<file path="config.mk">
export PLATFORM = sky130hd
export DESIGN_NAME = ir_nec_rx
export DESIGN_NICKNAME = d
export VERILOG_FILES = /design/src/rtl/ir_nec_rx.sv
export SDC_FILE = /design/constraint.sdc
export NUM_CORES = 1
export LEC_CHECK = 0
export CORE_MARGIN = 10
export CORE_UTILIZATION = 40
export DETAILED_ROUTE_END_ITERATION = 16
export SKIP_CTS_REPAIR_TIMING = 1
export SLEW_MARGIN = 40
export SYNTH_ARGS = -nofsm -noshare
export SYNTH_HDL_FRONTEND = slang
export SYNTH_SLANG_ARGS = --single-unit
</file>
<file path="constraint.sdc">
create_clock -name clk -period 3.98 [get_ports clk]
set_input_delay 0.796 -clock clk [delete_from_list [all_inputs] [get_ports clk]]
set_output_delay 0.796 -clock clk [all_outputs]
set_load 0.02 [all_outputs]
</file>
<file path="src/rtl/ir_nec_rx.sv">
// NEC IR frame decoder: synchronises the raw receiver line, measures pulse widths between edges
// and assembles 32-bit frames, flagging repeat codes and aborted frames with one-cycle strobes.
module ir_nec_rx #(
  parameter int unsigned CLK_FREQ  = 50_000_000,
  parameter bit          CHECK_INV = 1'b1,
  parameter int unsigned CNT_W     = 22
) (
  input  logic        clk,
  input  logic        rst_n,
  input  logic        ir_in,
  output logic [31:0] ir_data,
  output logic        ir_data_vld,
  output logic        ir_repeat,
  output logic        ir_err,
  output logic        busy
);

  function automatic logic [CNT_W-1:0] us2cyc(input longint unsigned us);
    return CNT_W'(us * longint'(CLK_FREQ) / 64'd1_000_000);
  endfunction

  localparam logic [CNT_W-1:0] LeadLMin = us2cyc(8000);
  localparam logic [CNT_W-1:0] LeadLMax = us2cyc(10000);
  localparam logic [CNT_W-1:0] LeadHMin = us2cyc(4000);
  localparam logic [CNT_W-1:0] LeadHMax = us2cyc(5000);
  localparam logic [CNT_W-1:0] RptHMin  = us2cyc(2000);
  localparam logic [CNT_W-1:0] RptHMax  = us2cyc(2500);
  localparam logic [CNT_W-1:0] BurstMin = us2cyc(400);
  localparam logic [CNT_W-1:0] BurstMax = us2cyc(700);
  localparam logic [CNT_W-1:0] OneMin   = us2cyc(1400);
  localparam logic [CNT_W-1:0] OneMax   = us2cyc(1900);

  function automatic logic in_win(input logic [CNT_W-1:0] v, input logic [CNT_W-1:0] lo,
                                  input logic [CNT_W-1:0] hi);
    return (v >= lo) && (v <= hi);
  endfunction

  typedef enum logic [2:0] {StIdle, StLeadL, StLeadH, StBitL, StBitH, StStop, StRptL} state_e;

  state_e           state_q, state_d;
  logic             s1_q, s2_q, s3_q;
  logic [CNT_W-1:0] cnt_q, cnt_d;
  logic [4:0]       bit_idx_q, bit_idx_d;
  logic [31:0]      shift_q, shift_d;
  logic [31:0]      data_q, data_d;
  logic             vld_q, vld_d, rpt_q, rpt_d, err_q, err_d;
  logic             fall, rise, inv_ok;

  assign fall   = s3_q & ~s2_q;
  assign rise   = ~s3_q & s2_q;
  assign inv_ok = (shift_q[31:24] == ~shift_q[23:16]) && (shift_q[15:8] == ~shift_q[7:0]);

  always_comb begin
    cnt_d     = (fall || rise) ? CNT_W'(1) : ((&cnt_q) ? cnt_q : cnt_q + CNT_W'(1));
    state_d   = state_q;
    bit_idx_d = bit_idx_q;
    shift_d   = shift_q;
    data_d    = data_q;
    vld_d     = 1'b0;
    rpt_d     = 1'b0;
    err_d     = 1'b0;
    unique case (state_q)
      StIdle: if (fall) state_d = StLeadL;
      StLeadL: begin
        if (cnt_q > LeadLMax) state_d = StIdle;
        else if (rise) state_d = in_win(cnt_q, LeadLMin, LeadLMax) ? StLeadH : StIdle;
      end
      StLeadH: begin
        if (cnt_q > LeadHMax) begin
          state_d = StIdle;
          err_d   = 1'b1;
        end else if (fall) begin
          if (in_win(cnt_q, LeadHMin, LeadHMax)) begin
            bit_idx_d = '0;
            state_d   = StBitL;
          end else if (in_win(cnt_q, RptHMin, RptHMax)) begin
            state_d = StRptL;
          end else begin
            state_d = StIdle;
            err_d   = 1'b1;
          end
        end
      end
      StBitL: begin
        if (cnt_q > BurstMax || (rise && !in_win(cnt_q, BurstMin, BurstMax))) begin
          state_d = StIdle;
          err_d   = 1'b1;
        end else if (rise) begin
          state_d = StBitH;
        end
      end
      StBitH: begin
        if (cnt_q > OneMax || (fall && !in_win(cnt_q, BurstMin, BurstMax)
                                    && !in_win(cnt_q, OneMin, OneMax))) begin
          state_d = StIdle;
          err_d   = 1'b1;
        end else if (fall) begin
          // Byte k lands in [31-8k -: 8], LSB first, i.e. position {~k, i}.
          shift_d[{~bit_idx_q[4:3], bit_idx_q[2:0]}] = in_win(cnt_q, OneMin, OneMax);
          bit_idx_d = bit_idx_q + 5'd1;
          state_d   = (bit_idx_q == 5'd31) ? StStop : StBitL;
        end
      end
      StStop: begin
        if (cnt_q > BurstMax || (rise && !in_win(cnt_q, BurstMin, BurstMax))) begin
          state_d = StIdle;
          err_d   = 1'b1;
        end else if (rise) begin
          state_d = StIdle;
          if (!CHECK_INV || inv_ok) begin
            data_d = shift_q;
            vld_d  = 1'b1;
          end else begin
            err_d = 1'b1;
          end
        end
      end
      StRptL: begin
        if (cnt_q > BurstMax || (rise && !in_win(cnt_q, BurstMin, BurstMax))) begin
          state_d = StIdle;
          err_d   = 1'b1;
        end else if (rise) begin
          state_d = StIdle;
          rpt_d   = 1'b1;
        end
      end
      default: state_d = StIdle;
    endcase
  end

  always_ff @(posedge clk or negedge rst_n) begin
    if (!rst_n) begin
      s1_q      <= 1'b1;
      s2_q      <= 1'b1;
      s3_q      <= 1'b1;
      cnt_q     <= '0;
      state_q   <= StIdle;
      bit_idx_q <= '0;
      shift_q   <= '0;
      data_q    <= '0;
      vld_q     <= 1'b0;
      rpt_q     <= 1'b0;
      err_q     <= 1'b0;
    end else begin
      s1_q      <= ir_in;
      s2_q      <= s1_q;
      s3_q      <= s2_q;
      cnt_q     <= cnt_d;
      state_q   <= state_d;
      bit_idx_q <= bit_idx_d;
      shift_q   <= shift_d;
      data_q    <= data_d;
      vld_q     <= vld_d;
      rpt_q     <= rpt_d;
      err_q     <= err_d;
    end
  end

  assign ir_data     = data_q;
  assign ir_data_vld = vld_q;
  assign ir_repeat   = rpt_q;
  assign ir_err      = err_q;
  assign busy        = (state_q != StIdle);

endmodule
</file>
==> impl_summary.log, run 1 <==
INFO  metric outcome = finished clean
INFO  metric route.detailed.vias_per_inst = 5.65
INFO  metric area_growth_syn_to_layout = 14.2%
INFO  metric net_switching_power_of_the_design = 540 uW
INFO  metric slew_headroom = a little over half
INFO  metric detailroute.via_count = 4215
INFO  metric accumulated_negative_setup_slack = 0 ns
INFO  metric worst_path_arrival = 3.23 ns
INFO  metric share_clk_of_total_power = between 40 and 50%
INFO  metric final-hold-violation-count = 0
INFO  metric via_count_of_the_first_global_routing_pass = roughly 4200
INFO  metric tritoncts_num_sinks = 100
INFO  metric finalCoreUtilization = 46.4%
INFO  metric cellInternalPower = 1590 uW
INFO  metric cp_max_fo = 29
INFO  metric max_clock_freq = roughly 330 MHz
INFO  metric post_route_fraction_of_the_period_consumed_by_the_critical_path = 75.2%
INFO  metric post_synth.cell_area_avg = 10.5 um^2
INFO  metric die_width = 139 um
INFO  metric final_layout_size_suffix_gt1_share = a little under a fifth
INFO  metric grt_pass1_wl = 22900 um
INFO  metric antenna_left = 0
INFO  metric post_synth_num_cell_types = 63
INFO  metric area_of_the_die = 0.0193 mm^2
INFO  metric grtUsageTotal = 14.2%
INFO  metric height_of_the_die = 139 um
INFO  metric pin_count = 39
INFO  metric number_of_antenna_violations_at_the_first_check_in_global_routing = 0
INFO  metric clk_latency = approximately 0.35 ns
INFO  metric share_comb_of_total_power = 8.3%
INFO  metric fraction_of_registers_with_async_set_or_reset_after_synthesis = 100%
INFO  metric worst-setup-path-type = register to register
INFO  metric cts_tree = built
INFO  metric power_leakage = 0.00285 uW
INFO  metric cpPeakStageDelay = 0.71 ns
INFO  metric core = 0.0139 mm^2
INFO  metric h-tree-depth = 3
INFO  metric timing_worst_slew_pin_value = 0.714 ns
INFO  metric port-buffer-count = 38
INFO  metric final.setup_skew = about 0.0052 ns
INFO  metric synthesis_stage_register_bit_count = 100
INFO  metric synth_fp_nets = 550
INFO  metric max-cap-violations = 0
INFO  metric syn-cell-area = about 0.0056 mm^2
INFO  metric synth.yosys.seq_area_share = 44.4%
INFO  metric slew_violations = 0
INFO  metric dp_hpwl = 9750 um
INFO  metric critical_path.top_delay_family = simple AND/OR/NAND/NOR gates
INFO  metric std_cell_rows = 43
INFO  metric final_common_cell = dfrtp_1
INFO  metric crit_path_cell_trace = nor2b_1 -> nand3_1 -> o211a_1 -> and2_1 -> a21o_1 -> buf_4 -> nor4_1 -> mux2_2
INFO  metric dr.pass1.iters = 6
INFO  metric cp_required = between 4 and 5 ns
INFO  metric timing.reg2reg.setup_slack = between 0.9 and 1 ns
INFO  metric detail_route.wirelength = 13700 um
INFO  metric ir_worst_vdd = 0.000209 V
INFO  metric initial_standard_cell_utilization_of_the_core = between 40 and 50%
INFO  metric synthesis.yosys.warnings = 0
INFO  metric cp-end-kind = register
INFO  metric final_nets = about 570
INFO  metric drc = 0
INFO  metric seqPwrFrac = 49.6%
INFO  metric clk_pin_slew_worst_paths = 0.07 ns
INFO  metric fin_crit = 2.99 ns
INFO  metric worst_path_max_delay_cell = dfrtp_1
INFO  metric largest_net_degree_at_the_start_of_global_routing = 82
INFO  metric gr-total-overflow = 0
INFO  metric wire_length_per_cell_after_detailed_routing = 18.4 um
INFO  metric power_density = about 330 mW/mm^2
INFO  metric synth_flop_cell = dfrtp_1
INFO  metric swShare = 25.3%
INFO  metric filler_cell_count_in_the_final_layout = between 1000 and 1500
INFO  metric synth_instances = 538
INFO  metric cts.path.max_buffers = 2
INFO  metric routabilityCongestion = 0.923
INFO  metric setup_repair_after_global_routing_missed_its_margin = false
INFO  metric finalSetupViolCount = 0
INFO  metric antenna_cells = 0
INFO  metric cells_after_dpl = 729
INFO  metric dr_iter_0_viols = 312
INFO  metric count_of_flip_flops_with_a_built_in_enable_after_synthesis = 0
INFO  metric cp-start-kind = register
INFO  metric cts-root-buf = clkbuf_16
INFO  metric cts_inserted_buffers = 9
INFO  metric finalNonFillerCells = 746
INFO  metric timing.critical_path.buf_inv = 1
INFO  metric mostFrequentLayoutCells = dfrtp_1 (97), nor2_1 (48), mux2_2 (37), clkdlybuf4s50_1 (37), nand2_1 (34)
INFO  metric min_path_type = primary input to async pin
-- power groups by stage --
stage	Combinational (uW)	Sequential (uW)	Clock (uW)
5_1_grt	198	1060	957
4_1_cts	175	1060	923
6_report	177	1060	897
3_3_place_gp	172	1070	0
3_5_place_dp	175	1080	0
2_1_floorplan	119	1060	0
-- flip-flops by register name (all words and copies together), names as in the netlist --
register	cells
bit_idx_q	5
ir_err	1
s3_q	1
shift_q	32
ir_repeat	1
ir_data_vld	1
ir_data	32
state_q	3
s2_q	1
s1_q	1
cnt_q	22
-- cells in the mapped netlist, drive strengths merged, types with 9 or more instances --
cell type  instances  area share (%)
dfrtp             97              43
mux2              66              15
nor2              48             3.2
nand2             35             2.4
nor3              33             3.1
xnor2             32             5.0
buf               20             2.4
nand3             20             1.8
inv               19             1.3
nand4             16             1.8
clkbuf            14            0.93
nor4              14             1.6
a21oi             11            0.97
ha                 9             2.0
-- layer usage --
layer	vias up	track usage, %	share of wire [%]
met4	0	4.67	1.6
li1	1988	-	-
met3	19	3.15	6.6
met1	2069	20.1	47
met5	-	0	0
met2	139	20.9	44
-- path summary, 6_finish.rpt --
kind / from / to / cells after the start
worst min register to register: s1_q / s2_q / 0
worst max register to register: cnt_q[16] / shift_q[22] / 8
max in group asynchronous: rst_n / s1_q / 2
worst max-delay path: cnt_q[16] / shift_q[22] / 8
min in group clk: s1_q / s2_q / 0
worst min-delay path: rst_n / ir_repeat / 1
-- stage by stage --
step / hold slack [ns] / area, um^2 / worst slack [ns] / total power (uW)
finish: 0.287 / 6450 / 0.986 / 2130
CTS: 0.358 / 6420 / 0.997 / 2150
global route: 0.290 / 6450 / 0.819 / 2210
floorplan: 0.345 / 5650 / 1.53 / 1180
global placement: 0.346 / 6120 / 0.789 / 1250
detailed placement: 0.347 / 6120 / 1.08 / 1250
-- final cells by class --
type / count / area [um^2] / share of cell area [%]
Timing Repair Buffer: 46 / 462 / 7.16
Clock inverter: 6 / 68.8 / 1.07
Clock buffer: 10 / 229 / 3.55
Sequential cell: 100 / 2510 / 38.9
Inverter: 20 / 75.1 / 1.16
Multi-Input combinational cell: 384 / 2880 / 44.7
Tap cell: 180 / 225 / 3.49
-- logic make-up after synthesis --
logic type / count (synthesis) / synth area share (%)
flops: 100 / 44.4
buf+inv: 54 / 4.67
mux: 66 / 15.1
xor+xnor: 36 / 5.58
simple gates: 210 / 19.5
fa+ha+maj: 9 / 1.99
compound gates: 63 / 8.77
(Power assumes the default switching activity.)
==> inputs of run 2 (changes only) <==
==> constraint.sdc (replaced) <==
create_clock -name clk -period 2.48 [get_ports clk]
set_input_delay 0.496 -clock clk [delete_from_list [all_inputs] [get_ports clk]]
set_output_delay 0.496 -clock clk [all_outputs]
set_load 0.02 [all_outputs]
==> impl_summary.log, run 2 (synthesis results as in run 1) <==
INFO  metric dr_iter_0_viols = 292
INFO  metric setup_repair_after_global_routing_missed_its_margin = true
INFO  metric core = 0.0139 mm^2
INFO  metric share_clk_of_total_power = 43.6%
INFO  metric final.setup_skew = 0.00969 ns
INFO  metric ir_worst_vdd = 0.000379 V
INFO  metric share_comb_of_total_power = approximately 12%
INFO  metric initial_standard_cell_utilization_of_the_core = roughly two fifths
INFO  metric reg2reg_from = cnt_q[11]
INFO  metric wire_length_per_cell_after_detailed_routing = 18.6 um
INFO  metric area_growth_syn_to_layout = 40.4%
INFO  metric worst-setup-path-type = register to register
INFO  metric die_width = 139 um
INFO  metric final_common_cell = buf_4
INFO  metric seqPwrFrac = 45.0%
INFO  metric filler_cell_count_in_the_final_layout = 1164
INFO  metric route.detailed.vias_per_inst = 5.47
INFO  metric swShare = between 20% and 30%
INFO  metric gr-total-overflow = 0
INFO  metric worst_path_arrival = approximately 2.8 ns
INFO  metric tritoncts_num_sinks = 100
INFO  metric pin_count = 39
INFO  metric h-tree-depth = 3
INFO  metric drc = 0
INFO  metric std_cell_rows = 43
INFO  metric finalSetupViolCount = 65
INFO  metric power_density = 470 mW/mm^2
INFO  metric timing.reg2reg.setup_slack = -0.12 ns
INFO  metric power_leakage = 0.00358 uW
INFO  metric clk_latency = 0.36 ns
INFO  metric cellInternalPower = 2830 uW
INFO  metric cts-root-buf = clkbuf_16
INFO  metric via_count_of_the_first_global_routing_pass = 4450
INFO  metric antenna_left = 0
INFO  metric clk_pin_slew_worst_paths = 0.07 ns
INFO  metric cp_required = 2.71 ns
INFO  metric postLayoutSetupSlackWorst = -0.120 ns
INFO  metric dp_hpwl = about 11000 um
INFO  metric largest_net_degree_at_the_start_of_global_routing = 46
INFO  metric post_route_fraction_of_the_period_consumed_by_the_critical_path = 105%
INFO  metric critPathLaunch = cnt_q[11]
INFO  metric final_layout_size_suffix_gt1_share = 39.2%
INFO  metric slew_violations = 0
INFO  metric detail_route.wirelength = 15900 um
INFO  metric crit_path_cell_trace = buf_6 -> or4_4 -> a31oi_4 -> o211a_1 -> and2_4 -> a21o_4 -> buf_12 -> buf_8 -> nor3_4 -> mux2_4
INFO  metric mostFrequentLayoutCells = buf_4 (97), dfrtp_1 (91), mux2_4 (48), nor2_1 (44), clkdlybuf4s50_1 (36)
INFO  metric area_after_dpl = approximately 0.0069 mm^2
INFO  metric number_of_antenna_violations_at_the_first_check_in_global_routing = 0
INFO  metric r2r-end = shift_q[10]
INFO  metric worst_path_max_delay_cell = or4_4
INFO  metric routabilityCongestion = 0.913
INFO  metric min_path_type = primary input to async pin
INFO  metric cp-start-kind = register
INFO  metric final_nets = 680
INFO  metric cts_inserted_buffers = 9
INFO  metric antenna_cells = 0
INFO  metric grtUsageTotal = 15.2%
INFO  metric violations_in_the_final_reports = setup timing
INFO  metric cp_max_fo = 6
INFO  metric timing_worst_slew_pin_value = 0.760 ns
INFO  metric area_of_the_die = 0.0193 mm^2
INFO  metric reg2reg_depth = 10
INFO  metric slew_headroom = between 40% and 50%
INFO  metric cts.path.max_buffers = 2
INFO  metric finalCoreUtilization = 57.1%
INFO  metric critPathCapture = shift_q[10]
INFO  metric port-buffer-count = 38
INFO  metric final-hold-violation-count = 0
INFO  metric outcome = finished with violations
INFO  metric cp-end-kind = register
INFO  metric detailroute.via_count = 4669
INFO  metric max-cap-violations = 0
INFO  metric grt_pass1_wl = 23900 um
INFO  metric design_area = 0.00793 mm^2
INFO  metric cpPeakStageDelay = 0.53 ns
INFO  metric cts_tree = built
INFO  metric fin_crit = 2.60 ns
INFO  metric max_clock_freq = 385 MHz
INFO  metric net_switching_power_of_the_design = 896 uW
INFO  metric height_of_the_die = 139 um
INFO  metric dr.pass1.iters = 5
==> run 2: cell count changes in the layout (fill, tap and decap cells not counted), moves of 7 or more <==
cell    previous run  this run
buf_4              7        97
buf_6              1        10
mux2_2            37        18
mux2_4            29        48
nor3_1            32        14
nor3_2             0         7
nor3_4             1        12
==> run 2: power groups by stage <==
| stage | Sequential [uW] | Clock [uW] | Combinational (uW) |
|---|---|---|---|
| floorplan | 1700 | 0 | 191 |
| detailed placement | 1700 | 0 | 368 |
| global route | 1680 | 1730 | 469 |
| global placement | 1700 | 0 | 360 |
| CTS | 1670 | 1670 | 369 |
| finish | 1670 | 1620 | 428 |
==> run 2: how the worst min path moves through the flow <==
stage               startpoint            to  slack (ns)  cells after the start
global route             rst_n    state_q[1]        0.20                      1
global placement          s1_q          s2_q        0.35                      0
CTS                      rst_n    ir_data[7]        0.18                      1
floorplan                rst_n  bit_idx_q[0]        0.20                      0
detailed placement        s1_q          s2_q        0.35                      0
finish                   rst_n    state_q[1]        0.16                      1
==> run 2: per-stage QoR <==
step	hold WS (ns)	total power, uW	TNS [ns]	worst slack (ns)	instances
after floorplan	0.200	1890	0	0.0269	538
after global placement	0.346	2060	-13.12	-0.265	825
after detailed placement	0.350	2070	-11.68	-0.237	825
after CTS	0.181	3700	-13.39	-0.274	841
after global routing	0.203	3870	-9.91	-0.227	853
final	0.162	3720	-4.18	-0.120	853
==> run 2: per-layer routing <==
| metal | vias to the layer above | GRT usage, % | share of wire, % |
|---|---|---|---|
| met2 | 112 | 21.9 | 46 |
| met3 | 17 | 3.84 | 4.6 |
| met5 | - | 0 | 0 |
| met4 | 0 | 4.83 | 1.4 |
| li1 | 2196 | - | - |
| met1 | 2344 | 21.7 | 49 |
==> run 2: cell type report <==
type / instances / area [um^2] / share of cell area, %
clock buffers: 9 / 225 / 2.84
multi-input cells: 384 / 3370 / 42.5
flip-flops and latches: 100 / 2510 / 31.7
well taps: 180 / 225 / 2.84
repair buffers: 153 / 1400 / 17.7
clock inverters: 7 / 121 / 1.53
inverters: 20 / 75.1 / 0.947
==> run 2: critical path, delay by kind of cell (launching register included) <==
kind                   cells  cell delay (ns)
muxes                      1             0.32
AOI/OAI and AO/OA          3             0.54
and+or+nand+nor            3             0.73
buffers and inverters      3             0.40
DFF                        1             0.46
